===== src/rtl/gc_receive_param.sv =====
// gc_receive_param: serial frame receiver that samples each bit a fixed delay
// after its falling edge and assembles MSB-first frames of programmable length.
module gc_receive_param #(
   parameter int SAMPLE_DELAY = 200,
   parameter int MAX_BITS     = 64,
   parameter int TIMEOUT      = 1000,
   localparam int LEN_W       = $clog2(MAX_BITS + 1)
) (
   input  logic                PCLK,
   input  logic                PRESERN,
   input  logic                data,
   input  logic                send,
   input  logic [LEN_W-1:0]    frame_len,
   input  logic                frame_ack,
   output logic [MAX_BITS-1:0] frame,
   output logic [LEN_W-1:0]    frame_bits,
   output logic                frame_valid,
   output logic                overrun,
   output logic                timeout_err,
   output logic                busy
);
   localparam int SC_W = $clog2(SAMPLE_DELAY + 1);
   localparam int IC_W = $clog2(TIMEOUT + 1);
   localparam logic [LEN_W-1:0] MAX_L = LEN_W'(MAX_BITS);

   typedef enum logic [1:0] {IDLE, WAIT_EDGE, SAMPLE} state_t;

   state_t              state_q, state_d;
   logic                d1_q, d2_q, d3_q;
   logic [SC_W-1:0]     sc_q, sc_d;
   logic [IC_W-1:0]     ic_q, ic_d;
   logic [LEN_W-1:0]    cnt_q, cnt_d, len_q, len_d, bits_q, bits_d;
   logic [MAX_BITS-1:0] shift_q, shift_d, frame_q, frame_d;
   logic                valid_q, valid_d, overrun_q, overrun_d, timeout_q, timeout_d;

   logic                fall, sample_done, complete;
   logic [LEN_W-1:0]    eff_len;
   logic [MAX_BITS-1:0] shift_nx, mask;

   always_comb begin
      fall        = ~d2_q & d3_q;
      eff_len     = (frame_len == '0 || frame_len > MAX_L) ? MAX_L : frame_len;
      shift_nx    = (shift_q << 1) | MAX_BITS'(d3_q);
      mask        = {MAX_BITS{1'b1}} >> (MAX_L - len_q);
      sample_done = state_q == SAMPLE && sc_q == SC_W'(SAMPLE_DELAY);
      complete    = sample_done && (cnt_q + 1'b1) == len_q;
      // idle counter measures clocks since the last edge, including the sample window
      ic_d        = (fall || send || state_q == IDLE) ? '0 :
                    (ic_q == IC_W'(TIMEOUT)) ? ic_q : ic_q + 1'b1;
      state_d     = state_q;
      sc_d        = '0;
      cnt_d       = cnt_q;
      len_d       = len_q;
      shift_d     = shift_q;
      frame_d     = frame_q;
      bits_d      = bits_q;
      valid_d     = valid_q & ~frame_ack;
      overrun_d   = 1'b0;
      timeout_d   = 1'b0;
      if (send) begin
         state_d = IDLE;
         cnt_d   = '0;
         shift_d = '0;
      end else begin
         case (state_q)
            IDLE: begin
               len_d   = eff_len;
               state_d = WAIT_EDGE;
            end
            WAIT_EDGE: begin
               if (fall) begin
                  state_d = SAMPLE;
                  sc_d    = SC_W'(1);
               end else if (cnt_q != '0 && ic_q == IC_W'(TIMEOUT)) begin
                  timeout_d = 1'b1;
                  shift_d   = '0;
                  cnt_d     = '0;
                  state_d   = IDLE;
               end
            end
            SAMPLE: begin
               sc_d = sample_done ? '0 : sc_q + 1'b1;
               if (sample_done) begin
                  state_d = WAIT_EDGE;
                  shift_d = complete ? '0 : shift_nx;
                  cnt_d   = complete ? '0 : cnt_q + 1'b1;
               end
               if (complete) begin
                  frame_d   = shift_nx & mask;
                  bits_d    = len_q;
                  valid_d   = 1'b1;
                  overrun_d = valid_q & ~frame_ack;
                  len_d     = eff_len;
               end
            end
            default: state_d = IDLE;
         endcase
      end
   end

   always_ff @(posedge PCLK or negedge PRESERN) begin
      if (!PRESERN) begin
         state_q   <= IDLE;
         d1_q      <= 1'b1;
         d2_q      <= 1'b1;
         d3_q      <= 1'b1;
         sc_q      <= '0;
         ic_q      <= '0;
         cnt_q     <= '0;
         len_q     <= '0;
         shift_q   <= '0;
         frame_q   <= '0;
         bits_q    <= '0;
         valid_q   <= 1'b0;
         overrun_q <= 1'b0;
         timeout_q <= 1'b0;
      end else begin
         state_q   <= state_d;
         d1_q      <= data;
         d2_q      <= d1_q;
         d3_q      <= d2_q;
         sc_q      <= sc_d;
         ic_q      <= ic_d;
         cnt_q     <= cnt_d;
         len_q     <= len_d;
         shift_q   <= shift_d;
         frame_q   <= frame_d;
         bits_q    <= bits_d;
         valid_q   <= valid_d;
         overrun_q <= overrun_d;
         timeout_q <= timeout_d;
      end
   end

   assign frame       = frame_q;
   assign frame_bits  = bits_q;
   assign frame_valid = valid_q;
   assign overrun     = overrun_q;
   assign timeout_err = timeout_q;
   assign busy        = state_q == SAMPLE || (state_q == WAIT_EDGE && cnt_q != '0);
endmodule


===== config.mk =====
export PLATFORM = sky130hd
export DESIGN_NAME = gc_receive_param
export DESIGN_NICKNAME = d
export VERILOG_FILES = /design/src/rtl/gc_receive_param.sv
export SDC_FILE = /design/constraint.sdc
export NUM_CORES = 1
export LEC_CHECK = 0
export CAP_MARGIN = 25
export CORE_ASPECT_RATIO = 0.8
export CORE_MARGIN = 2
export CORE_UTILIZATION = 60
export CTS_BUF_LIST = sky130_fd_sc_hd__clkbuf_16
export CTS_CLUSTER_SIZE = 10
export DETAILED_ROUTE_END_ITERATION = 10
export GPL_ROUTABILITY_DRIVEN = 0
export PLACE_DENSITY_LB_ADDON = 0.05
export SLEW_MARGIN = 25
export SYNTH_ARGS = -nofsm -noshare
export SYNTH_HDL_FRONTEND = slang
export SYNTH_SLANG_ARGS = --single-unit

===== constraint.sdc =====
create_clock -name PCLK -period 7.12 [get_ports PCLK]
set_clock_uncertainty 0.15 [all_clocks]
set_input_delay 0.712 -clock PCLK [delete_from_list [all_inputs] [get_ports PCLK]]
set_output_delay 0.712 -clock PCLK [all_outputs]
set_load 0.005 [all_outputs]

# Yosys cells after proc, flatten, opt, wreduce, memory -nomap -nowiden
# Cells that the tools add are included.
classes:
  muxes: 36
  n_lt_le_gt_ge: 1
  reduce_logical: 17
  shifts: 1
  n_eq_ne: 11
  n_addsub: 4
  bitwise: 7
ops:
  columns: ["cell", "count"]
  rows:
  - ["$mux W63", 5]
  - ["$pmux W63 S2", 1]
  - ["$and A64 B64 Y64", 1]
  - ["$or A64 B1 Y64", 1]
  - ["$shr A64 B7 Y64 const A", 1]
  - ["$mux W7", 7]
  - ["$pmux W7 S2", 2]
  - ["$mux W10", 2]
  - ["$mux W8", 2]
  - ["$pmux W8 S2", 1]
  - ["$mux W1", 11]
  - ["$add A10 B1 Y10 const B", 1]
  - ["$eq A10 B10 Y1 const B", 1]
  - ["$ne A3 B3 Y1 const B", 3]
  - ["$add A8 B1 Y8 const B", 1]
  - ["$eq A8 B8 Y1 const B", 1]
  - ["$mux W2", 4]
  - ["$add A7 B1 Y7 const B", 1]
  - ["$eq A7 B7 Y1", 1]
  - ["$gt A7 B7 Y1 const B", 1]
  - ["$logic_not A7 Y1", 1]
  - ["$reduce_bool A7 Y1", 1]
  - ["$sub A7 B7 Y7 const A", 1]
  - ["$pmux W2 S3", 1]
  - ["14 further kinds", 25]
totals:
  regBits: 174
  in_bits: 12
  out_inout_bits: 75

# Depth between registers and ports, before layout
logic_depth:
  word_depth: 7
  depth_mapped: 11
  depth_no_buf: 8

# Least setup slack after synthesis
# No wires, ideal clock.
synth_path:
  path_kind: "flip-flop to flip-flop"
  start: "reg sc_q[0]"
  end: "reg bits_q[3], in the netlist frame_bits[3]"
  path_stages_with_launch: 12
  arrival_ns: 2.919
  setup_slack_ns: 3.926
  synth_period_minus_slack_ns: 3.194
  path_buffers: 3
  path_cell_list: "dfrtp_1 inv_1 ha_1 and4bb_1 nand4_2 or4_1 or4_1 buf_2 or2_1 buf_6 buf_6 mux2_4"
synth_between:
  elab_chain_cells: 4
synth_lines:
  columns: ["element", "line_no", "text"]
  rows:
  - ["from (decl)", "30", "logic [SC_W-1:0] sc_q, sc_d;"]
  - ["from (signal assigned)", "107", "sc_q <= '0;"]
  - ["from (signal assigned)", "122", "sc_q <= sc_d;"]
  - ["$eq A8 B8 Y1", "45", "sample_done = state_q == SAMPLE && sc_q == SC_W'(SAMPLE_DELAY);"]
  - ["$logic_and A1 B1 Y1", "45", null]
  - ["$logic_and A1 B1 Y1", "46", "complete = sample_done && (cnt_q + 1'b1) == len_q;"]
  - ["$reduce_and A3 Y1 (no line)", null, null]
  - ["to (signal assigned)", "128", "bits_q <= bits_d;"]
  - ["to (decl)", "32", "logic [LEN_W-1:0] cnt_q, cnt_d, len_q, len_d, bits_q, bits_d;"]
# No other way between the ends.
# A chain may end at the register's enable or synchronous reset.

# Worst setup path in the final report
layout_path:
  start: "reg sc_q[0]"
  end: "reg len_q[5]"
layout_between:
  elab_chain_cells: 5
layout_lines:
  columns: ["element", "line_no", "text"]
  rows:
  - ["$eq A8 B8 Y1", "45", null]
  - ["$logic_and A1 B1 Y1", "45", null]
  - ["$logic_and A1 B1 Y1", "46", null]
  - ["$ne A2 B2 Y1 (no line)", null, null]
  - ["$reduce_and A3 Y1 (no line)", null, null]
  - ["to (signal assigned)", "125", "len_q <= len_d;"]
  - ["to (decl)", "32", null]
# No other way between the ends.

==> flow_summary_export.csv <==
group,metric,value,unit
run_status,status,"complete, no violations",
synth,ys_seq_area_frac,0.555,
placement,port_buffers,86,
die,dieArea,14000,um^2
route,drcViolationCount,0,
layout,n_fill_cell,932,
synth,yosys.area_share.simple,0.107,
synth,synthArstFlopShare,1.00,
timing,setup_tns,0,ns
global_routing,grt_pass1_vias,5932,
die,die_h,106,um
setup_path,required,7.27,ns
cts,cts-htree-levels,4,
synth,muxShareOfSynthArea,0.0212,
layout,utilization,0.730,
synth,synth-compound-area-share,0.221,
power,power.density,268,nW/um^2
global_routing,antenna_found_initial,0,
layout,layout_commonest_cell,"dfrtp_1",
power,p_leak,0.00389,uW
cts,post_cts_buffers,0,
synth,synth_top_family_by_area,"compound AO/OA/AOI/OAI gates",
setup_path,worst_r2r_path_depth,9,
synth,synthFlopType,"dfrtp_1",
cts,clk_path_buf_depth,2,
die,start_util,0.613,
timing,period_needed,3.82,ns
cts,cts_tree,"done",
route,drt_iter0_markers,634,
route,vias,6204,
synth,synthesis.nets,766,
cts,numCtsBuffers,17,
power,ir_worst_vdd,193,uV
die,core,12800,um^2
timing,whs,0.208,ns
synth,yosysWarningCount,0,
setup_path,cp-startpoint,"sc_q[0]$_DFF_PN0_",
cts,cts.root.buffer_cell,"clkbuf_16",
die,placement_rows,37,
die,io_pins,87,
cts,ctsResizeCount,0,
timing,finalMaxSlewViolations,0,
synth,syn_area,7860,um^2
timing,finalHoldViolations,0,
setup_path,startpoint_type,"flip-flop",
setup_path,r2r-end,"len_q[5]$_DFFE_PN0P_",
route,ant_nets,0,
die,chipWidth,132,um
layout,nets,825,
setup_path,reg2reg_from,"sc_q[0]$_DFF_PN0_",
synth,synth.distinct_cells,48,
setup_path,crit_path_end,"len_q[5]$_DFFE_PN0P_",
hold_path,min_path_type,"reg2reg",
global_routing,track_usage,0.286,
synth,syn_inst,741,
timing,relSlewSlack,0.357,
global_routing,grt_first_pass_wirelength,31.5,mm
timing,max_freq,0.262,GHz
global_routing,grt_max_degree,110,
job,drv_cap,0,
layout,num_antenna_cells,0,
layout,layout_common_cells,"dfrtp_1, o21ai_0, clkdlybuf4s50_1",
cts,clkLatencyLatePin,0.43,ns
cts,clk_pin_slew,0.07,ns
route,drt_wl_total,19.1,mm
layout,area_delta_synth_final,19.1,%
cts,clkSinkCount,174,
timing,finalCritPeriodShare,0.536,
placement,dp_slack,3.32,ns
setup_path,crit_arrival,3.97,ns
setup_path,rrSetupSlack,3.30,ns
synth,ys_ff_latch,174,
synth,synth_edf_count,0,
route,vias_per_cell,6.29,
setup_path,cp-end-kind,"flip-flop",
setup_path,crit_fanout,69,
cts,ctsHoldBuffers,0,
route,detail_route.first_pass.iterations,5,
hold_path,hold_depth,0,
global_routing,overflow,0,
route,routedWlPerCell,19.3,um
synth,synth-xor-area-share,0.0346,
synth,avgSynthCellArea,10.6,um^2
timing,setup_ws,3.30,ns
timing,rsz0062_at_grt,"no",
placement,hpwlAfterDp,12.4,mm
timing,finalSetupViolations,0,
timing,worst_pin_slew,0.956,ns
synth,synth_fa_ha_area_frac,0.0207,
setup_path,crit_type,"reg2reg",
hold_path,hp-start,"d1_q$_DFF_PN1_",
layout,drive_above_1_share,0.0800,
worst max-delay path, cell delays in order, from the launching register on:
cell	delay (ns)
dfrtp_1	0.44
inv_1	0.09
ha_1	0.14
and4bb_1	0.21
nand4_2	0.20
or4_1	0.58
or4_2	0.69
buf_4	0.34
a21oi_2	0.46
mux2_2	0.39
per-stage QoR:
step / instance area, um^2 / std cells / power [uW]
floorplan: 7860 / 741 / 1400
detailed placement: 8790 / 956 / 1630
CTS: 9350 / 987 / 2510
finish: 9360 / 987 / 2510
global route: 9360 / 987 / 2620
global placement: 8790 / 956 / 1620
cells in the mapped netlist, types with 7 or more instances:
| master | count | area, um^2 |
|---|---|---|
| o311ai_0 | 7 | 61.3 |
| a22o_1 | 68 | 596 |
| nor2_1 | 31 | 116 |
| xor2_1 | 15 | 131 |
| dfrtp_1 | 171 | 4280 |
| ha_1 | 13 | 163 |
| nor3_1 | 7 | 35.0 |
| a21oi_1 | 13 | 65.1 |
| o211ai_1 | 23 | 173 |
| clkbuf_1 | 51 | 191 |
| o21ai_0 | 145 | 726 |
| nand3_1 | 41 | 205 |
| nand2b_1 | 11 | 68.8 |
| nand2_1 | 27 | 101 |
| inv_1 | 21 | 78.8 |
| xnor2_1 | 16 | 140 |
kinds of logic after synthesis:
kind of cell	count (synthesis)
AO/OA/AOI/OAI	270
AND/OR/NAND/NOR	161
buffers and inverters	78
adder cells (fa/ha/maj)	13
flip-flops	174
XOR/XNOR	31
multiplexers	14
sequential cells by signal, indices dropped and copies added (netlist names), 2 cells and up:
name / flops
ic_q: 10
sc_q: 8
shift_q: 63
frame_bits: 7
frame: 64
cnt_q: 7
state_q: 2
len_q: 7
per-layer routing:
layer | part of all wire | vias to the layer above | GRT usage | wire length (um)
li1 | - | 2818 | - | -
met1 | 0.47 | 3079 | 0.442 | 8970
met2 | 0.45 | 281 | 0.406 | 8540
met3 | 0.068 | 26 | 0.0582 | 1300
met4 | 0.014 | 0 | 0.0939 | 276
met5 | 0 | - | 0 | 0
power by group:
group | internal [uW] | switching (uW)
Sequential | 1020 | 34.4
Clock | 508 | 373
Combinational | 168 | 407
cell type report:
type,count,area [um^2],share of cell area
sequential,174,4360,0.466
multi-input combinational,489,3210,0.343
timing repair buffer,97,942,0.101
clock buffer,17,425,0.0454
tap,175,219,0.0234
clock inverter,14,130,0.0139
inverter,21,78.8,0.00842
worst min-delay path by stage:
stage	to	slack, ns
CTS	d2_q$_DFF_PN1_	0.21
global route	d2_q$_DFF_PN1_	0.21
detailed placement	d2_q$_DFF_PN1_	0.20
finish	d2_q$_DFF_PN1_	0.21
global placement	d2_q$_DFF_PN1_	0.20
floorplan	d2_q$_DFF_PN1_	0.20
Power figures use the tool's default switching activity.
